File: src/rtl/calc_pkg.sv
// Shared constants for the calculator controller.
//   DIGIT_W      : bits per BCD digit
//   S_*          : controller state encoding
//   OP_*         : operator codes as delivered by the keypad and shown on op_pend
//   is_valid_op  : true for the operator codes the controller acts on
package calc_pkg;

    localparam int DIGIT_W = 4;

    localparam logic [2:0] S_A    = 3'd0;
    localparam logic [2:0] S_OP   = 3'd1;
    localparam logic [2:0] S_B    = 3'd2;
    localparam logic [2:0] S_CALC = 3'd3;
    localparam logic [2:0] S_RES  = 3'd4;

    localparam logic [1:0] OP_NONE = 2'd0;
    localparam logic [1:0] OP_ADD  = 2'd1;
    localparam logic [1:0] OP_SUB  = 2'd2;

    function automatic logic is_valid_op(input logic [1:0] v);
        return (v == OP_ADD) || (v == OP_SUB);
    endfunction

endpackage

File: src/rtl/calc_ctrl_if.sv
// Keypad-to-calculator and calculator-to-display signal bundle.
//   master : keypad side, drives key flags/values, observes display outputs
//   slave  : calculator controller
// Signals: btn_press, is_number, is_op, is_eq, num_val[3:0], op_val[1:0]
//          disp_bcd[4*NDIGITS-1:0], disp_neg, disp_ovf, op_pend[1:0], busy
interface calc_ctrl_if #(
    parameter int NDIGITS = 4
);
    logic                   btn_press;
    logic                   is_number;
    logic                   is_op;
    logic                   is_eq;
    logic [3:0]             num_val;
    logic [1:0]             op_val;
    logic [4*NDIGITS-1:0]   disp_bcd;
    logic                   disp_neg;
    logic                   disp_ovf;
    logic [1:0]             op_pend;
    logic                   busy;

    modport master (
        output btn_press, is_number, is_op, is_eq, num_val, op_val,
        input  disp_bcd, disp_neg, disp_ovf, op_pend, busy
    );

    modport slave (
        input  btn_press, is_number, is_op, is_eq, num_val, op_val,
        output disp_bcd, disp_neg, disp_ovf, op_pend, busy
    );
endinterface

File: src/rtl/bcd_digit_addsub.sv
// Combinational single-digit BCD adder/subtractor.
//   a, b  : BCD digits
//   cin   : decimal carry-in (add) or borrow-in (subtract)
//   sub   : 1 = a - b - cin, 0 = a + b + cin
//   digit : BCD result digit
//   cout  : decimal carry-out (add) or borrow-out (subtract)
module bcd_digit_addsub
    import calc_pkg::*;
(
    input  logic [DIGIT_W-1:0] a,
    input  logic [DIGIT_W-1:0] b,
    input  logic               cin,
    input  logic               sub,
    output logic [DIGIT_W-1:0] digit,
    output logic               cout
);
    logic [DIGIT_W:0] sum;
    logic [DIGIT_W:0] diff;

    always_comb begin
        sum   = {1'b0, a} + {1'b0, b} + {{DIGIT_W{1'b0}}, cin};
        diff  = {1'b0, a} - {1'b0, b} - {{DIGIT_W{1'b0}}, cin};
        digit = sum[DIGIT_W-1:0];
        cout  = 1'b0;
        if (sub) begin
            // A negative difference wraps in 4 bits; adding 10 mod 16 gives the BCD digit.
            cout  = diff[DIGIT_W];
            digit = diff[DIGIT_W] ? (diff[DIGIT_W-1:0] + 4'd10) : diff[DIGIT_W-1:0];
        end else if (sum > 5'd9) begin
            cout  = 1'b1;
            digit = sum[DIGIT_W-1:0] + 4'd6;
        end
    end
endmodule

File: src/rtl/calc_ctrl.sv
// Calculator entry and arithmetic controller.
// Assembles two BCD operands from keypad events and computes BCD add or
// subtract one digit per clock (LS digit first) after '='.
//   clk   : system clock
//   reset : synchronous active-high reset
//   bus   : calc_ctrl_if.slave -- keypad flags/values in, display value,
//           sign/overflow flags, pending operator and busy out
module calc_ctrl
    import calc_pkg::*;
#(
    parameter int NDIGITS = 4
) (
    input  logic        clk,
    input  logic        reset,
    calc_ctrl_if.slave  bus
);
    localparam int W  = DIGIT_W * NDIGITS;
    localparam int IW = (NDIGITS > 1) ? $clog2(NDIGITS) : 1;
    localparam int CW = $clog2(NDIGITS + 1);

    logic [2:0]         state_reg;
    logic               btn_press_d_reg;
    logic [W-1:0]       opa_reg;
    logic [W-1:0]       opb_reg;
    logic [W-1:0]       res_reg;
    logic [CW-1:0]      cnt_reg;
    logic [1:0]         op_reg;
    logic               neg_reg;
    logic               ovf_reg;
    logic [IW-1:0]      idx_reg;
    logic               carry_reg;

    logic               kev;
    logic               dig_ev;
    logic               op_ev;
    logic               eq_ev;
    logic               cnt_room;

    assign kev      = bus.btn_press & ~btn_press_d_reg;
    assign dig_ev   = kev & bus.is_number & (bus.num_val <= 4'd9);
    assign op_ev    = kev & bus.is_op & is_valid_op(bus.op_val);
    assign eq_ev    = kev & bus.is_eq;
    assign cnt_room = (cnt_reg < CW'(NDIGITS));

    // For a negative subtraction neg_reg is decided on entry to S_CALC and the
    // operands are swapped so the digit path always computes larger - smaller.
    logic [W-1:0]         a_word;
    logic [W-1:0]         b_word;
    logic [DIGIT_W-1:0]   a_dig [NDIGITS];
    logic [DIGIT_W-1:0]   b_dig [NDIGITS];
    logic [DIGIT_W-1:0]   sum_dig;
    logic                 sum_cout;

    assign a_word = neg_reg ? opb_reg : opa_reg;
    assign b_word = neg_reg ? opa_reg : opb_reg;

    generate
        for (genvar gi = 0; gi < NDIGITS; gi++) begin : g_dig
            assign a_dig[gi] = a_word[gi*DIGIT_W +: DIGIT_W];
            assign b_dig[gi] = b_word[gi*DIGIT_W +: DIGIT_W];
        end
    endgenerate

    bcd_digit_addsub u_digit (
        .a     (a_dig[idx_reg]),
        .b     (b_dig[idx_reg]),
        .cin   (carry_reg),
        .sub   (op_reg == OP_SUB),
        .digit (sum_dig),
        .cout  (sum_cout)
    );

    // The edge detector keeps sampling through reset so a key held across
    // reset is seen as already pressed and produces no event afterwards.
    always_ff @(posedge clk) begin
        btn_press_d_reg <= bus.btn_press;
    end

    always_ff @(posedge clk) begin
        if (reset) begin
            state_reg <= S_A;
            opa_reg   <= '0;
            opb_reg   <= '0;
            res_reg   <= '0;
            cnt_reg   <= '0;
            op_reg    <= OP_NONE;
            neg_reg   <= 1'b0;
            ovf_reg   <= 1'b0;
            idx_reg   <= '0;
            carry_reg <= 1'b0;
        end else begin
            case (state_reg)
                S_A: begin
                    if (dig_ev) begin
                        if (cnt_room) begin
                            opa_reg <= {opa_reg[W-DIGIT_W-1:0], bus.num_val};
                            cnt_reg <= cnt_reg + 1'b1;
                        end
                    end else if (op_ev) begin
                        op_reg    <= bus.op_val;
                        state_reg <= S_OP;
                    end
                end
                S_OP: begin
                    if (dig_ev) begin
                        opb_reg   <= {{(W-DIGIT_W){1'b0}}, bus.num_val};
                        cnt_reg   <= CW'(1);
                        state_reg <= S_B;
                    end else if (op_ev) begin
                        op_reg <= bus.op_val;
                    end
                end
                S_B: begin
                    if (dig_ev) begin
                        if (cnt_room) begin
                            opb_reg <= {opb_reg[W-DIGIT_W-1:0], bus.num_val};
                            cnt_reg <= cnt_reg + 1'b1;
                        end
                    end else if (eq_ev) begin
                        // Packed BCD orders the same as binary, so a plain compare picks the sign.
                        neg_reg   <= (op_reg == OP_SUB) && (opa_reg < opb_reg);
                        ovf_reg   <= 1'b0;
                        idx_reg   <= '0;
                        carry_reg <= 1'b0;
                        state_reg <= S_CALC;
                    end
                end
                S_CALC: begin
                    res_reg[idx_reg*DIGIT_W +: DIGIT_W] <= sum_dig;
                    carry_reg <= sum_cout;
                    idx_reg   <= idx_reg + 1'b1;
                    if (idx_reg == IW'(NDIGITS - 1)) begin
                        ovf_reg   <= (op_reg == OP_ADD) & sum_cout;
                        state_reg <= S_RES;
                    end
                end
                S_RES: begin
                    if (dig_ev) begin
                        opa_reg   <= {{(W-DIGIT_W){1'b0}}, bus.num_val};
                        cnt_reg   <= CW'(1);
                        neg_reg   <= 1'b0;
                        ovf_reg   <= 1'b0;
                        op_reg    <= OP_NONE;
                        state_reg <= S_A;
                    end else if (op_ev) begin
                        // Chaining keeps the magnitude only; the sign is dropped.
                        opa_reg   <= res_reg;
                        op_reg    <= bus.op_val;
                        neg_reg   <= 1'b0;
                        ovf_reg   <= 1'b0;
                        state_reg <= S_OP;
                    end
                end
                default: state_reg <= S_A;
            endcase
        end
    end

    always_comb begin
        bus.disp_bcd = opa_reg;
        case (state_reg)
            S_B, S_CALC: bus.disp_bcd = opb_reg;
            S_RES:       bus.disp_bcd = res_reg;
            default:     bus.disp_bcd = opa_reg;
        endcase
    end

    assign bus.disp_neg = (state_reg == S_RES) & neg_reg;
    assign bus.disp_ovf = (state_reg == S_RES) & ovf_reg;
    assign bus.op_pend  = op_reg;
    assign bus.busy     = (state_reg == S_CALC);

endmodule

File: src/flat_wrapper.sv
// flat-port wrapper written by rule: the top's interface ports become plain ports
module calc_ctrl_flat import calc_pkg::*;
#(
    parameter int NDIGITS = 4
)
  (clk, reset, bus_btn_press, bus_is_number, bus_is_op, bus_is_eq, bus_num_val, bus_op_val, bus_disp_bcd, bus_disp_neg, bus_disp_ovf, bus_op_pend, bus_busy);
  calc_ctrl_if #(.NDIGITS(NDIGITS)) bus_i ();
  input  logic clk;
  input  logic reset;
  input wire logic [$bits(bus_i.btn_press)-1:0] bus_btn_press;
  input wire logic [$bits(bus_i.is_number)-1:0] bus_is_number;
  input wire logic [$bits(bus_i.is_op)-1:0] bus_is_op;
  input wire logic [$bits(bus_i.is_eq)-1:0] bus_is_eq;
  input wire logic [$bits(bus_i.num_val)-1:0] bus_num_val;
  input wire logic [$bits(bus_i.op_val)-1:0] bus_op_val;
  output wire logic [$bits(bus_i.disp_bcd)-1:0] bus_disp_bcd;
  output wire logic [$bits(bus_i.disp_neg)-1:0] bus_disp_neg;
  output wire logic [$bits(bus_i.disp_ovf)-1:0] bus_disp_ovf;
  output wire logic [$bits(bus_i.op_pend)-1:0] bus_op_pend;
  output wire logic [$bits(bus_i.busy)-1:0] bus_busy;
  assign bus_i.btn_press = bus_btn_press;
  assign bus_i.is_number = bus_is_number;
  assign bus_i.is_op = bus_is_op;
  assign bus_i.is_eq = bus_is_eq;
  assign bus_i.num_val = bus_num_val;
  assign bus_i.op_val = bus_op_val;
  assign bus_disp_bcd = bus_i.disp_bcd;
  assign bus_disp_neg = bus_i.disp_neg;
  assign bus_disp_ovf = bus_i.disp_ovf;
  assign bus_op_pend = bus_i.op_pend;
  assign bus_busy = bus_i.busy;
  calc_ctrl #(.NDIGITS(NDIGITS)) u_core (.clk(clk), .reset(reset), .bus(bus_i));
endmodule
File: config.mk
export PLATFORM = sky130hd
export DESIGN_NAME = calc_ctrl_flat
export DESIGN_NICKNAME = d
export VERILOG_FILES = /design/src/rtl/calc_pkg.sv /design/src/rtl/calc_ctrl_if.sv /design/src/rtl/bcd_digit_addsub.sv /design/src/rtl/calc_ctrl.sv /design/src/flat_wrapper.sv
export SDC_FILE = /design/constraint.sdc
export NUM_CORES = 1
export LEC_CHECK = 0
export CORE_ASPECT_RATIO = 0.6
export CORE_MARGIN = 4
export CORE_UTILIZATION = 48
export DETAILED_ROUTE_END_ITERATION = 16
export HOLD_SLACK_MARGIN = 0.02
export PLACE_DENSITY = 0.68
export SLEW_MARGIN = 30
export SYNTH_ARGS = -nofsm -noshare
export SYNTH_HDL_FRONTEND = slang
export SYNTH_SLANG_ARGS = --single-unit
File: constraint.sdc
create_clock -name clk -period 5.95 [get_ports clk]
set_input_delay 1.19 -clock clk [delete_from_list [all_inputs] [get_ports clk]]
set_output_delay 1.19 -clock clk [all_outputs]
set_load 0.01 [all_outputs]
==> reports/results.txt <==
Measured along the x axis, the die boundary spans 130.3 um. The number of gates resized after CTS was 0. Number of levels the H-tree was split into: 3. The tools report the placeable core region as 8621 sq um. The highest attainable clock frequency is 0.2219 GHz, and the worst path setup slack after routing is 1.443 ns.

The required time at the worst-slack endpoint was 6.19 ns; the largest driver fanout on the critical path was 17. Row generation in the floorplan step produced 26 rows. For the worst setup path, the data arrival time is 4.75 ns. The die covers 10,600 sq um. The worst path buffer plus inverter count was 3.

The worst setup path is launched from a register. The largest individual stage delay along the critical path comes from the cell sky130_fd_sc_hd__dfxtp_1. In the layout the commonest cells are sky130_fd_sc_hd__nand2_1, sky130_fd_sc_hd__dfxtp_1, sky130_fd_sc_hd__nor2_1. The number of antenna diodes in the final layout is 0.

The final layout contains 589 nets. Clock tree synthesis found a total of 62 sinks. During placement, the flow inserted port buffers numbering 32. The synthesized design contains 0 enable-type register cells. The run gives 352 as the DRC violation total after the first TritonRoute iteration. Peak supply drop: 0.1589 mV. The tools report the sum of routed wire segments on met1 as 6.052 mm. The setup path with the least slack is of type reg -> reg. In this run the critical register-to-register path is launched from u_core.idx_reg[0]$_SDFFE_PP0P_.

Entering global routing, the biggest net connects 68 pins. The measured slew at the worst slew-check pin is 0.8807 ns. For this run, the leading register cell type out of synthesis is sky130_fd_sc_hd__dfxtp_1.

The run gives 0.2529 as the combined global-route utilization of all metal layers. After routing, the total negative slack on setup checks comes to 0 ns. On the final layout, the worst clock skew is 0.008239 ns.

The worst register-to-register path has a depth of 14. The wire length of the first global-routing pass is 20.84 mm, and the initial cell density of the core is 0.4996. In this run the power density over the cells is 242.2 nW/um^2. The run gives 0.9390 as the routability-driven placement congestion ratio.

Setup violations remaining at the end of the flow were counted as 0. The area growth from synthesis to layout is 15.43%. The share of the clock period used by the worst path came out at 0.7575. In the routed layout, each cell is associated on average with a via count of 6.152. For this run the aggregate overflow at the end of global routing stands at 0. The run finished with clean final reports. The average wire length per cell after detail routing came out at 19.30 um.

The logs give 1.465 ns for the placement-stage worst setup slack and 0 for the count of buffers added by post-CTS timing repair for setup. Worst min-delay path category: reg -> reg. The number of nets still failing antenna checks after routing is 0, and the number of hold violations in the final report is 0. Post-synthesis instance total: 527. The library cell used most frequently in the layout, excluding fill and tap cells, is sky130_fd_sc_hd__nand2_1.

The root cell of the clock tree was sky130_fd_sc_hd__clkbuf_16. The run gives 3,912 as the number of global-route vias before repair. After detailed routing, the total wire length is 12.74 mm. The highest metal layer carrying signal wires in the routed design is met4. The leakage power was 1.851 nW; the sum of met3 wire segment lengths after detailed routing was 1.219 mm. The worst hold path was traced through 2 stages.

The share of synthesized registers carrying an async set or reset is 0, and the count of distinct cell types in the synthesized netlist is 65. TritonCTS created 9 clock buffers. The endpoint kind of the worst setup timing path was a register. The post-synthesis sequential area ratio is 0.2882. Subtracting the final worst setup slack from the clock period gives 4.507 ns. The run gives 6 as the first-pass iteration count of the detailed router.

The worst min-delay path startpoint is u_core.cnt_reg[1]$_SDFFE_PP0P_. The clock passes through at most 2 buffers. The net count of the mapped netlist is 573. The worst-case hold path end point is u_core.cnt_reg[1]$_SDFFE_PP0P_.

The half-perimeter wire length of the detailed placement result was 9.325 mm. Cell family contributing the most delay on the critical path: adder cells. The worst slew margin relative to its limit was 0.4107. Traced cell by cell, the critical path runs through mux4_2 > mux2i_1 > inv_1 > fa_1 > fa_1 > xnor2_1 > inv_1 > ha_1 > inv_1 > o22ai_1 > a31o_2 > nor3_2 > o21ai_1 > o31ai_2. Detailed routing inserted a total of 4,060 vias.

The cell that appears most often on the critical path is sky130_fd_sc_hd__inv_1. Clock-pin slew was measured on the worst setup and hold paths at 0.06 ns. The tools report the number of max-capacitance violations reported as 0. The tools report the number of filler cells placed in the layout as 777. The initial antenna violation count is 0, and the final count of pins violating max slew is 0. Setup repair after global routing left no endpoint under its margin.

The run gives 33 as the number of top-level pins. Remaining design rule violation count: 0. The tools report the end of the worst register-to-register path as u_core.res_reg[10]$_SDFFE_PP0P_.

The number of hold buffers added after CTS came out at 0. TritonCTS built the clock tree. After detailed routing, the met2 layer carries 5.252 mm of wire. Layout cell share with drive strength beyond 1: 0.09124. Average size of a mapped cell: 8.172 sq um. During synthesis, Yosys emitted a total of 0 warnings. After synthesis the cells add up to 4307 sq um.

The insertion delay to the later sink of the worst-skew pair was 0.33 ns; the die boundary height was 81.37 um. Synthesis inferred 62 register bits. For the register-to-register path setup slack, the log shows 1.44 ns. The delay contributed by the slowest stage of the critical path came out at 0.86 ns.
layer usage:
metal | track usage | vias up
li1 | - | 1935
met1 | 0.3747 | 1909
met2 | 0.3548 | 191
met3 | 0.06570 | 25
met4 | 0.07780 | 0
met5 | 0 | -
layout make-up:
| class | count | area [sq um] | share of cell area |
|---|---|---|---|
| repair buffers | 37 | 352.8 | 0.07098 |
| well taps | 112 | 140.1 | 0.02819 |
| clock buffers | 11 | 242.7 | 0.04883 |
| flip-flops and latches | 62 | 1241 | 0.2497 |
| multi-input cells | 400 | 2811 | 0.5656 |
| clock inverters | 5 | 58.81 | 0.01183 |
| inverters | 33 | 123.9 | 0.02492 |
worst max path at each step:
stage	from	endpoint	cells past startpoint
CTS	u_core.idx_reg[0]$_SDFFE_PP0P_	u_core.res_reg[10]$_SDFFE_PP0P_	14
finish	u_core.idx_reg[0]$_SDFFE_PP0P_	u_core.res_reg[10]$_SDFFE_PP0P_	14
global placement	u_core.idx_reg[0]$_SDFFE_PP0P_	u_core.res_reg[10]$_SDFFE_PP0P_	14
detailed placement	u_core.idx_reg[0]$_SDFFE_PP0P_	u_core.res_reg[10]$_SDFFE_PP0P_	14
global route	u_core.idx_reg[0]$_SDFFE_PP0P_	u_core.res_reg[10]$_SDFFE_PP0P_	14
floorplan	u_core.idx_reg[0]$_SDFFE_PP0P_	u_core.res_reg[5]$_SDFFE_PP0P_	16
cell families (layout without fill, tap and decap cells):
group	count (synthesis)	in the layout	synth area share
buffers and inverters	65	86	0.06014
XOR/XNOR	8	8	0.01947
flip-flops	62	62	0.2882
AND/OR/NAND/NOR	190	190	0.2182
AO/OA/AOI/OAI	146	146	0.2313
multiplexers	22	22	0.07699
adder cells (fa/ha/maj)	34	34	0.1058
power by group:
| part | internal, mW | switching, mW | total, mW |
|---|---|---|---|
| logic | 0.0912 | 0.129 | 0.220 |
| registers | 0.427 | 0.0252 | 0.453 |
| clock network | 0.336 | 0.196 | 0.531 |
| total | 0.854 | 0.350 | 1.20 |
tightest hold or removal path: stages (launching register included):
cell and delay [ns]:
sky130_fd_sc_hd__dfxtp_1 0.31, sky130_fd_sc_hd__o21ai_0 0.07, sky130_fd_sc_hd__a21oi_1 0.06
metrics by stage:
step / power, mW / hold WS (ns) / instance area [sq um] / util / instances
floorplan: 0.6049 / 0.4443 / 4307 / - / 527
global placement: 0.6725 / 0.4685 / 4669 / 0.5417 / 644
detailed placement: 0.6772 / 0.4770 / 4669 / 0.5417 / 644
CTS: 1.202 / 0.4848 / 4971 / 0.5766 / 660
global route: 1.253 / 0.5233 / 4971 / 0.5766 / 660
finish: 1.204 / 0.4853 / 4971 / 0.5766 / 660
cell usage after synthesis, drive strengths merged (13+ instances only):
master	number	area (sq um)
a211oi	23	172.7
a21oi	39	202.7
a22oi	32	240.2
clkbuf	23	86.33
dfxtp	62	1241
ha	30	375.4
inv	32	120.1
nand2	73	276.5
nand2b	13	81.33
nand3	16	80.08
nor2	38	142.6
o21ai	22	113.9
No activity file was read; power rests on OpenSTA's default activity.
